==> src/rtl/subword_mem_ctrl_pkg.sv <==
// Shared types for the sub-word load/store controller.
// Opcodes, access sizes, FSM states and the opcode decoder.
package subword_mem_ctrl_pkg;

  localparam int WORD_W = 64;

  localparam logic [10:0] OP_LDUR   = 11'h7C2;
  localparam logic [10:0] OP_LDURB  = 11'h1C2;
  localparam logic [10:0] OP_LDURH  = 11'h3C2;
  localparam logic [10:0] OP_LDURSW = 11'h5C4;
  localparam logic [10:0] OP_STUR   = 11'h7C0;
  localparam logic [10:0] OP_STURB  = 11'h1C0;
  localparam logic [10:0] OP_STURH  = 11'h3C0;
  localparam logic [10:0] OP_STURW  = 11'h5C0;

  typedef enum logic [1:0] {
    SZ_B = 2'd0,
    SZ_H = 2'd1,
    SZ_W = 2'd2,
    SZ_D = 2'd3
  } size_t;

  typedef enum logic [2:0] {
    S_IDLE  = 3'd0,
    S_RD    = 3'd1,
    S_LRESP = 3'd2,
    S_WR    = 3'd3,
    S_RESP  = 3'd4
  } state_t;

  typedef struct packed {
    logic  ld;
    logic  st;
    size_t size;
    logic  sext;
  } acc_t;

  function automatic acc_t decode(input logic [10:0] op);
    acc_t a;
    a = '0;
    a.size = SZ_D;
    unique case (1'b1)
      op == OP_LDUR:   a.ld = 1'b1;
      op == OP_LDURB:  begin a.ld = 1'b1; a.size = SZ_B; end
      op == OP_LDURH:  begin a.ld = 1'b1; a.size = SZ_H; end
      op == OP_LDURSW: begin
        a.ld = 1'b1;
        a.size = SZ_W;
        a.sext = 1'b1;
      end
      op == OP_STUR:   a.st = 1'b1;
      op == OP_STURB:  begin a.st = 1'b1; a.size = SZ_B; end
      op == OP_STURH:  begin a.st = 1'b1; a.size = SZ_H; end
      op == OP_STURW:  begin a.st = 1'b1; a.size = SZ_W; end
      default: ;
    endcase
    return a;
  endfunction

  function automatic logic misaligned(input size_t sz, input logic [2:0] a);
    logic m;
    unique case (sz)
      SZ_B:    m = 1'b0;
      SZ_H:    m = a[0];
      SZ_W:    m = |a[1:0];
      default: m = |a;
    endcase
    return m;
  endfunction

endpackage

==> src/rtl/subword_mem_ctrl_load_align.sv <==
// Load lane extraction: picks the addressed lane of the RAM word
// and zero- or sign-extends it to 64 bits.
module subword_mem_ctrl_load_align
  import subword_mem_ctrl_pkg::*;
(
  input  logic [63:0] rdata,
  input  size_t       size,
  input  logic        sext,
  input  logic [2:0]  lane,
  output logic [63:0] data
);

  logic [7:0]  b;
  logic [15:0] h;
  logic [31:0] w;

  always_comb begin
    b = rdata[{lane, 3'b000} +: 8];
    h = rdata[{lane[2:1], 4'b0000} +: 16];
    w = rdata[{lane[2], 5'b00000} +: 32];
    data = rdata;
    unique case (size)
      SZ_B:    data = {56'b0, b};
      SZ_H:    data = {48'b0, h};
      SZ_W:    data = {{32{sext & w[31]}}, w};
      default: data = rdata;
    endcase
  end

endmodule

==> src/rtl/subword_mem_ctrl.sv <==
// Load/store controller with sub-word align and read-modify-write.
// Optional build macro: MISALIGN_TRAP_EN (fault misaligned accesses).
module subword_mem_ctrl
  import subword_mem_ctrl_pkg::*;
#(
  parameter int WORD   = WORD_W,
  parameter int RAM_AW = 10
) (
  input  logic              clk,
  input  logic              reset_n,
  input  logic              req_valid,
  output logic              req_ready,
  input  logic [10:0]       opcode,
  input  logic [WORD-1:0]   address,
  input  logic [WORD-1:0]   write_data,
  output logic              resp_valid,
  output logic              resp_fault,
  output logic [WORD-1:0]   read_data,
  output logic [RAM_AW-1:0] ram_addr,
  output logic              ram_re,
  output logic              ram_we,
  output logic [WORD-1:0]   ram_wdata,
  input  logic [WORD-1:0]   ram_rdata
);

  state_t            state;
  state_t            state_nx;
  acc_t              dec;
  acc_t              op_q;
  logic [RAM_AW+2:0] addr_q;
  logic [WORD-1:0]   wdata_q;
  logic [WORD-1:0]   merged;
  logic [WORD-1:0]   aligned;
  logic              hs;
  logic              bad;
  logic              unused_addr;

  assign unused_addr = ^address[WORD-1:RAM_AW+3];

  assign dec = decode(opcode);
  assign hs  = req_valid & req_ready;

`ifdef MISALIGN_TRAP_EN
  logic fault_q;

  assign bad = (dec.ld | dec.st)
             & misaligned(dec.size, address[2:0]);

  always_ff @(posedge clk or negedge reset_n) begin
    if (!reset_n)
      fault_q <= 1'b0;
    else if (hs)
      fault_q <= bad;
  end

  assign resp_fault = (state == S_RESP) & fault_q;
`else
  assign bad        = 1'b0;
  assign resp_fault = 1'b0;
`endif

  always_ff @(posedge clk or negedge reset_n) begin
    if (!reset_n) begin
      state   <= S_IDLE;
      op_q    <= '0;
      addr_q  <= '0;
      wdata_q <= '0;
    end else begin
      state <= state_nx;
      if (hs) begin
        op_q    <= dec;
        addr_q  <= address[RAM_AW+2:0];
        wdata_q <= write_data;
      end
    end
  end

  always_comb begin
    state_nx = state;
    unique case (state)
      S_IDLE: begin
        if (hs) begin
          unique case (1'b1)
            bad:    state_nx = S_RESP;
            dec.ld: state_nx = S_RD;
            dec.st: state_nx = (dec.size == SZ_D) ? S_WR : S_RD;
            default: state_nx = S_RESP;
          endcase
        end
      end
      S_RD:    state_nx = op_q.ld ? S_LRESP : S_WR;
      S_WR:    state_nx = S_RESP;
      default: state_nx = S_IDLE;
    endcase
  end

  // Replace only the addressed lane of the word read in the RD cycle.
  always_comb begin
    merged = ram_rdata;
    unique case (op_q.size)
      SZ_B: merged[{addr_q[2:0], 3'b000} +: 8]    = wdata_q[7:0];
      SZ_H: merged[{addr_q[2:1], 4'b0000} +: 16]  = wdata_q[15:0];
      SZ_W: merged[{addr_q[2], 5'b00000} +: 32]   = wdata_q[31:0];
      default: merged = wdata_q;
    endcase
  end

  subword_mem_ctrl_load_align u_align (
    .rdata (ram_rdata),
    .size  (op_q.size),
    .sext  (op_q.sext),
    .lane  (addr_q[2:0]),
    .data  (aligned)
  );

  always_comb begin
    req_ready  = (state == S_IDLE);
    ram_re     = (state == S_RD);
    ram_we     = (state == S_WR);
    ram_addr   = addr_q[RAM_AW+2:3];
    ram_wdata  = (state == S_WR) ? merged : '0;
    resp_valid = (state == S_LRESP) | (state == S_RESP);
    read_data  = (state == S_LRESP) ? aligned : '0;
  end

endmodule
==> config.mk <==
export PLATFORM = sky130hd
export DESIGN_NAME = subword_mem_ctrl
export DESIGN_NICKNAME = d
export VERILOG_FILES = /design/src/rtl/subword_mem_ctrl_pkg.sv /design/src/rtl/subword_mem_ctrl_load_align.sv /design/src/rtl/subword_mem_ctrl.sv
export SDC_FILE = /design/constraint.sdc
export NUM_CORES = 1
export LEC_CHECK = 0
export CAP_MARGIN = 30
export CORE_MARGIN = 3
export CORE_UTILIZATION = 30
export DETAILED_ROUTE_END_ITERATION = 7
export GPL_TIMING_DRIVEN = 0
export PLACE_DENSITY = 0.57
export SETUP_SLACK_MARGIN = 0.3
export SYNTH_ARGS = -nofsm -noshare
export SYNTH_HDL_FRONTEND = slang
export SYNTH_SLANG_ARGS = --single-unit
==> constraint.sdc <==
create_clock -name clk -period 6.9 [get_ports clk]
set_input_delay 1.035 -clock clk [delete_from_list [all_inputs] [get_ports clk]]
set_output_delay 1.035 -clock clk [all_outputs]
set_load 0.02 [all_outputs]
* Yosys cells after proc, flatten, opt, wreduce, memory -nomap -nowiden *
Index checks and enable logic that the tools add are counted.
W data, S select, Z words.

word-level totals
  flip-flop bits (word level) = 84
  input bits = 206
  output and inout bits = 143
  logic and storage cells = 60

cells by class
  add/subtract/negate cells = 3
  equality and inequality tests = 16
  shift operators = 9
  multiplexer cells = 16
  bitwise logic cells = 3
  reduce and logical (&&, ||, !) cells = 7

operators with widths
  operator                   count
  $pmux W64 S3               2
  $bwmux W64                 3
  $mux W64                   2
  $shift A16 B8 Y64 const A  1
  $shift A32 B8 Y64 const A  1
  $shift A8 B8 Y64 const A   1
  $shiftx A16 B8 Y64         1
  $shiftx A32 B8 Y64         1
  $shiftx A64 B7 Y16         1
  $shiftx A64 B7 Y32         1
  $shiftx A64 B7 Y8          1
  $shiftx A8 B8 Y64          1
  $eq A11 B11 Y1 const B     4
  $neg A6 Y8                 3
  $eq A11 B10 Y1 const B     2
  $eq A11 B9 Y1 const B      2
  $pmux W3 S3                1
  $reduce_or A4 Y1           2
  $eq A3 B2 Y1 const B       2
  $pmux W2 S3                1
  $pmux W3 S2                1
  $reduce_or A2 Y1           3
  $eq A2 B2 Y1 const B       2
  $mux W1                    4
  10 further kinds           11

* Depth between registers and ports, before layout *
Gate-level depths: netlist of run 1.

  depth after elaboration = 8
  mapped depth = 12
  gate-level depth less buffers = 7

* By module *
Synthesis of run 1 repeated with hierarchy kept, for this count alone.

second synthesis, totals
  cell total of the unflattened synthesis = 1,159
  area, all modules = 8,652.0 um^2

modules (own cells, without submodules)
  module                       times used  cells each  area each (um^2)  sequential area each (um^2)
  subword_mem_ctrl             1           915         6,946.7           2,102.0
  subword_mem_ctrl_load_align  1           244         1,705.4           0.0

* Worst setup path before layout of run 1 *
No wires, ideal clock.

  path type = reg2out
  start point = reg addr_q[1]
  end point = out ram_wdata[56]
  arrival time = 2,894 ps
  data required time = 5,865 ps
  slack = 2,971 ps
  stages on the path, launching flop included = 12
  path buffers = 4
  path through = dfrtp_1 -> buf_4 -> buf_2 -> buf_2 -> inv_1 -> ha_1 -> ha_1 -> buf_2 -> nor4b_4 -> mux2_2 -> nand2_1 -> a21oi_1

between the ends
  cells in the longest elaborated chain, start to end = 5
  elaborated cells on any way between the ends = 10
  classes of those cells = add/sub: 2; shift: 4; mux: 4

RTL lines
  element                                     RTL line                                          RTL
  from (decl)                                 subword_mem_ctrl.sv:30                            logic [RAM_AW+2:0] addr_q;
  from (signal assigned)                      subword_mem_ctrl.sv:72                            addr_q <= address[RAM_AW+2:0];
  $neg A6 Y8, on equally long branches        subword_mem_ctrl.sv:102, subword_mem_ctrl.sv:101
  $shiftx A16 B8 Y64 (tied with other cells)  subword_mem_ctrl.sv:102                           SZ_H: merged[{addr_q[2:1], 4'b0000} +: 16] = wdata_q[15:0];
  $bwmux W64, on equally long branches        subword_mem_ctrl.sv:102, subword_mem_ctrl.sv:101
  $pmux W64 S3 *                              subword_mem_ctrl.sv:100                           unique case (op_q.size)
  $mux W64 *                                  subword_mem_ctrl.sv:121                           ram_wdata = (state == S_WR) ? merged : '0;
  to (decl)                                   subword_mem_ctrl.sv:22                            output logic [WORD-1:0] ram_wdata,

Every way passes the cells marked *; elsewhere a longest branch is shown, timed or not.

* Final worst setup path of run 1 *
  start point = reg addr_q[1]
  end point = out ram_wdata[53]

The elaborated chain is that of the path after synthesis.

==> flow_summary.json, run 1 <==
{
  "critical_path.max_stage_delay_ns": 0.57,
  "cts_hold_buf": 0,
  "routedWlPerCell_um": 25.6,
  "whs_ns": 0.453,
  "clockBufferDepth": 2,
  "grt_pass1_vias": 9964,
  "drc_errors": 0,
  "syn2layout_area_growth_pct": 43.4,
  "root_buffer": "clkbuf_16",
  "cp.arrival_ns": 4.51,
  "htreeDepth": 3,
  "synth_fa_ha_area_share_pct": 1.15,
  "die_w_um": 176,
  "gr-usage-met3_pct": 5.74,
  "path_cells": "buf_4 > buf_2 > buf_2 > inv_1 > ha_1 > ha_1 > nor4b_2 > a21oi_1 > a222oi_1 > a21oi_1 > clkdlybuf4s50_1",
  "hold_path.class": "register to register",
  "drt_pass1_iterations": 6,
  "synth_xor_area_share_pct": 0.101,
  "hpwl_um": 35400,
  "grt_overflow": 0,
  "synth_edf_count": 0,
  "insertion_delay_ns": 0.35,
  "path_max_fanout": 10,
  "clock-sinks": 84,
  "synthMuxAreaShare_pct": 17.1,
  "grt_usage_pct": 28.5,
  "fp.dieH_um": 176,
  "rsz0062_at_grt": "no",
  "place_congestion": 0.968,
  "io_pins": 349,
  "worst_pin_slew_ns": 1.05,
  "cts-buffers-inserted": 9,
  "core_region_area_um2": 28200,
  "grt_pass1_wl_um": 66300,
  "use_met1_pct": 39.6,
  "maxCapViolCount": 0,
  "relSlewSlack_pct": 29.5,
  "ys_seq_area_share_pct": 24.2,
  "syn-cell-area_um2": 8670,
  "busiest_layer": "met2",
  "netlist_instances": 1112,
  "timing.rr.start": "state[0]$_DFFE_PN0P_",
  "power_leakage_nw": 4.83,
  "clkSlewWorstSetupHoldPaths_ns": 0.07,
  "post_cts_buffers": 0,
  "synth-async-reset-ratio_pct": 100,
  "synth_top_family_by_area": "compound AO/OA/AOI/OAI gates",
  "crit_type": "register to output pin",
  "yosys_most_used_dff": "dfrtp_1",
  "fmaxAchievable_ghz": 0.180,
  "pwr_density_cell_nw_per_um2": 276,
  "crit_family": "buffers and inverters",
  "drv_slew": 0,
  "port_buffers": 296,
  "fp-row-count": 61,
  "drt_iter0_drc": 1445,
  "synth.avg_cell_area_um2": 7.80,
  "critPathLaunchType": "register",
  "min_period_over_period_pct": 80.3,
  "drt-total-wl_um": 46100,
  "worstSetupEndpointType": "output pin",
  "synthesis.nets": 1326,
  "grt_max_degree": 58,
  "cts_tree": "done",
  "yosys_warnings": 0,
  "cp_num_buf_inv": 5,
  "ctsResizeCount": 0,
  "status": "finished clean",
  "peakVddDrop_mv": 0.129,
  "fin_worst_skew_ns": 0.0104,
  "yosysUniqueCellTypes": 57,
  "hold_violations": 0,
  "layout-drive-gt1-share_pct": 12.9,
  "hold_start": "op_q[4]$_DFFE_PN0P_",
  "crit_required_ns": 5.86,
  "vias": 10500,
  "setup_violations": 0,
  "start_util_pct": 30.8,
  "worstSetupStartpoint": "addr_q[1]$_DFFE_PN0P_",
  "yosys.area_share.simple_pct": 20.1,
  "design.die.area_um2": 31000,
  "synth-compound-area-share_pct": 30.5,
  "setup-tns-final_ns": 0,
  "grt.met2_usage_pct": 44.3,
  "critPathSlowestCell": "clkdlybuf4s50_1",
  "reg2reg_slack_ns": 4.72,
  "nNetsFinal": 1634,
  "fin_crit_ns": 5.54,
  "final_antenna_net_count": 0,
  "via_per_inst": 5.83,
  "ys_ff_latch": 84,
  "antenna_found_initial": 0
}
## path summary, 6_finish.rpt
path                                           endpoint  cells after the start
worst max register to register  wdata_q[19]$_DFFE_PN0P_                      7
worst min register to register     state[0]$_DFFE_PN0P_                      1
min in group asynchronous         addr_q[4]$_DFFE_PN0P_                      1
worst min-delay path               state[0]$_DFFE_PN0P_                      1
worst max-delay path                      ram_wdata[53]                     11
max in group asynchronous       wdata_q[19]$_DFFE_PN0P_                      2
## cell usage in the layout, fill, tap and decap left out, types with 3 or more instances in the layout
cell type        instances
dfrtp_1                 84
o22ai_1                  4
clkbuf_16                9
nor4_1                   3
buf_4                   14
a22o_1                  17
a22oi_1                 16
a221o_1                  8
ha_1                     8
buf_1                    6
a31oi_1                 11
a21oi_1                 82
o221a_2                 11
clkbuf_1                64
mux4_2                  24
mux2i_1                 12
o21a_1                  33
o21ai_0                 69
and2_1                   5
nand2_1                307
a21o_1                  47
inv_1                    9
a222oi_1                51
and3b_1                  3
a32oi_1                  9
mux2_2                  73
clkdlybuf4s50_1        295
a21boi_0                 8
nor2_1                  37
nor2b_1                  7
nand2b_1                20
buf_2                   38
## power by group
part           switching (mW)  total (mW)  leakage (nW)  internal [mW]
Combinational            1.09        1.93          3.65          0.842
Sequential              0.266       0.990          1.03          0.724
Clock                   0.222       0.515         0.147          0.293
## Yosys cell counts (all sizes together), types with 2 or more instances
cell type | instances | share of area, %
a21boi | 8 | 0.69
a21o | 47 | 4.1
a21oi | 82 | 4.7
a221o | 8 | 0.92
a222oi | 51 | 5.9
a22o | 17 | 1.7
a22oi | 17 | 1.5
a31oi | 11 | 0.79
a32oi | 9 | 0.91
and2 | 5 | 0.36
and3 | 2 | 0.14
and3b | 3 | 0.30
and4 | 2 | 0.20
buf | 57 | 3.6
clkbuf | 64 | 2.8
clkinv | 2 | 0.087
dfrtp | 84 | 24
ha | 8 | 1.2
inv | 9 | 0.39
mux2 | 73 | 9.5
mux2i | 12 | 1.4
mux4 | 24 | 6.2
nand2 | 307 | 13
nand2b | 20 | 1.4
nand4 | 2 | 0.14
nor2 | 37 | 1.6
nor2b | 7 | 0.51
nor3b | 3 | 0.38
nor4 | 4 | 0.36
nor4b | 2 | 0.45
nor4bb | 2 | 0.23
o21a | 33 | 2.9
o21ai | 71 | 4.1
o221a | 11 | 1.4
o22ai | 4 | 0.29
or2 | 2 | 0.14
## layer usage
layer  up-vias  part of all wire (%)  wire length (um)
met4         0                   3.6              1660
met3        94                    11              5010
met5         -                     0                 0
li1       4691                     -                 -
met1      5035                    42             19300
met2       695                    44             20200
## area by class of cell
| type | instances | area (um^2) |
|---|---|---|
| multi-input cells | 896 | 5970 |
| repair buffers | 297 | 2990 |
| clock inverters | 4 | 56.3 |
| inverters | 11 | 41.3 |
| clock buffers | 11 | 243 |
| flip-flops and latches | 84 | 2100 |
| plain buffers | 121 | 552 |
| well taps | 378 | 473 |
| diodes | 1 | 2.50 |
| fillers | 2860 | 15700 |
## cells by family (layout without fill, tap and decap cells)
family / count (synthesis) / in the layout
other: 1 / 2
adder cells (fa/ha/maj): 8 / 8
buffers and inverters: 132 / 444
XOR/XNOR: 1 / 1
multiplexers: 109 / 109
AND/OR/NAND/NOR: 403 / 403
flip-flops: 84 / 84
AO/OA/AOI/OAI: 374 / 374
## state kept, by name, indices dropped and copies added, names as in the netlist
register,count
wdata_q,64
addr_q,13
op_q,4
state,3
## stage by stage
step	total power [mW]	area [um^2]	utilization (%)	cells	setup WS [ns]
3_5_place_dp	2.88	12100	43.1	1787	1.85
5_1_grt	3.63	12400	44.1	1802	1.18
2_1_floorplan	2.15	8670	-	1112	2.97
6_report	3.44	12400	44.1	1803	1.36
4_1_cts	3.40	12400	44.1	1802	1.46
3_3_place_gp	2.85	12100	43.0	1786	1.52
Note: power is estimated with default switching activity, not from simulation.
==> run 2, diff against run 1 <==
==> constraint.sdc (replaced) <==
create_clock -name clk -period 5.3 [get_ports clk]
set_input_delay 0.795 -clock clk [delete_from_list [all_inputs] [get_ports clk]]
set_output_delay 0.795 -clock clk [all_outputs]
set_load 0.02 [all_outputs]
==> flow_summary.json, run 2 (synthesis results as in run 1) <==
{
  "port_buffers": 296,
  "min_period_over_period_pct": 93.2,
  "crit_type": "register to output pin",
  "reg_top3": "wdata_q (64), addr_q (13), op_q (4)",
  "antenna_cells": 0,
  "grt_usage_pct": 28.6,
  "start_util_pct": 30.8,
  "root_buffer": "clkbuf_16",
  "layout_common_cells": "nand2_1, clkdlybuf4s50_1, dfrtp_1, a21oi_1, mux2_2",
  "drc_errors": 3,
  "largest_reg_flops": 64,
  "maxCapViolCount": 0,
  "worstSetupEndpointType": "output pin",
  "vias": 10500,
  "syn2layout_area_growth_pct": 44.6,
  "insertion_delay_ns": 0.35,
  "cts_tree": "done",
  "worst_pin_slew_ns": 1.02,
  "place_ws_ns": 0.489,
  "grt_pass1_vias": 9968,
  "cp.arrival_ns": 4.14,
  "timing.rr.start": "state[0]$_DFFE_PN0P_",
  "final_antenna_net_count": 0,
  "pwr_density_cell_nw_per_um2": 361,
  "fp-row-count": 61,
  "final_common_cell": "nand2_1",
  "setup_violations": 0,
  "drt-total-wl_um": 46100,
  "fin_worst_skew_ns": 0.0114,
  "grt_max_degree": 58,
  "peakVddDrop_mv": 0.169,
  "critPathLaunchType": "register",
  "layout-drive-gt1-share_pct": 13.8,
  "hold_path.class": "input port to asynchronous set/reset pin",
  "violations": "DRC",
  "power_mw": 4.53,
  "place_congestion": 0.968,
  "fmaxAchievable_ghz": 0.203,
  "status": "finished with violations",
  "io_pins": 349,
  "clockBufferDepth": 2,
  "cts-buffers-inserted": 9,
  "drv_slew": 0,
  "fp.dieH_um": 176,
  "path_max_fanout": 10,
  "hpwl_um": 35400,
  "via_per_inst": 5.80,
  "grt_pass1_wl_um": 66400,
  "design.die.area_um2": 31000,
  "dp.cells": 1787,
  "grt_overflow": 0,
  "routedWlPerCell_um": 25.5,
  "rsz0062_at_grt": "yes",
  "top_register": "wdata_q",
  "drt_pass1_iterations": 8,
  "reg2reg_depth": 7,
  "whs_ns": 0.365,
  "clock-sinks": 84,
  "finalWorstSetupSlack_ns": 0.362,
  "clkSlewWorstSetupHoldPaths_ns": 0.07,
  "power_leakage_nw": 5.04,
  "drt_iter0_drc": 1544,
  "die_w_um": 176,
  "relSlewSlack_pct": 32.0,
  "nNetsFinal": 1636,
  "r2r-end": "wdata_q[19]$_DFFE_PN0P_",
  "reg2reg_slack_ns": 3.12,
  "crit_required_ns": 4.51,
  "htreeDepth": 3,
  "core_region_area_um2": 28200,
  "final_cells": 1804,
  "hold_violations": 0,
  "antenna_found_initial": 0,
  "setup-tns-final_ns": 0,
  "fin_crit_ns": 4.94
}
## run 2: cell types whose count changed in the layout (fill, tap and decap cells not counted), sizes merged
cell	previous run	this run
buf	59	57
clkbuf	75	79
clkdlybuf4s50	295	286
diode	1	0
dlymetal6s2s	0	9
## run 2: per-stage QoR
step / instance area, um^2 / utilization, %
floorplan: 8670 / -
detailed placement: 12100 / 43.1
CTS: 12500 / 44.2
finish: 12500 / 44.5
global placement: 12100 / 43.0
global route: 12500 / 44.5
## run 2: area by class of cell
| class | instances | area [um^2] |
|---|---|---|
| buffer | 121 | 567 |
| clock buffer | 11 | 243 |
| clock inverter | 4 | 56.3 |
| fill | 2857 | 15600 |
| inverter | 11 | 41.3 |
| multi-input combinational | 896 | 6030 |
| sequential | 84 | 2100 |
| tap | 378 | 473 |
| timing repair buffer | 299 | 3030 |
## run 2: worst max path at each step
stage | endpoint | slack (ns) | startpoint | cells past startpoint
after floorplan | ram_wdata[56] | 1.61 | addr_q[1]$_DFFE_PN0P_ | 11
after global placement | wdata_q[19]$_DFFE_PN0P_ | 0.16 | reset_n | 1
after detailed placement | ram_wdata[7] | 0.49 | addr_q[1]$_DFFE_PN0P_ | 12
after CTS | ram_wdata[62] | 0.27 | addr_q[1]$_DFFE_PN0P_ | 12
after global routing | ram_wdata[53] | 0.23 | addr_q[1]$_DFFE_PN0P_ | 12
final | ram_wdata[53] | 0.36 | addr_q[1]$_DFFE_PN0P_ | 12
## run 2: power breakdown
| part | leakage (nW) | internal [mW] | switching, mW |
|---|---|---|---|
| clock network | 0.147 | 0.381 | 0.290 |
| logic | 3.86 | 1.13 | 1.45 |
| registers | 1.03 | 0.943 | 0.346 |
| total | 5.04 | 2.45 | 2.08 |
## run 2: repair_timing
item | CTS | global route
setup endpoints to repair | 46 | 53
pin swaps | 1 | 2
hold buffers | 0 | 0
buffers inserted | 0 | 2
gates cloned | 0 | 0
gates resized for setup | 4 | 25
## run 2: routing by layer
metal	track usage (%)	vias to the layer above	wire length (um)
li1	-	4699	-
met1	39.7	4974	19300
met2	44.3	694	20100
met3	5.87	90	5030
met4	9.93	0	1660
met5	0	-	0
## run 2: critical path, stage by stage (launching register included)
cell	delay, ns
dfrtp_1	0.39
buf_4	0.24
clkbuf_4	0.27
buf_4	0.23
inv_1	0.14
ha_1	0.22
ha_1	0.30
nor4b_4	0.45
buf_4	0.19
a21oi_2	0.11
a222oi_1	0.48
a21oi_1	0.18
clkdlybuf4s50_1	0.57
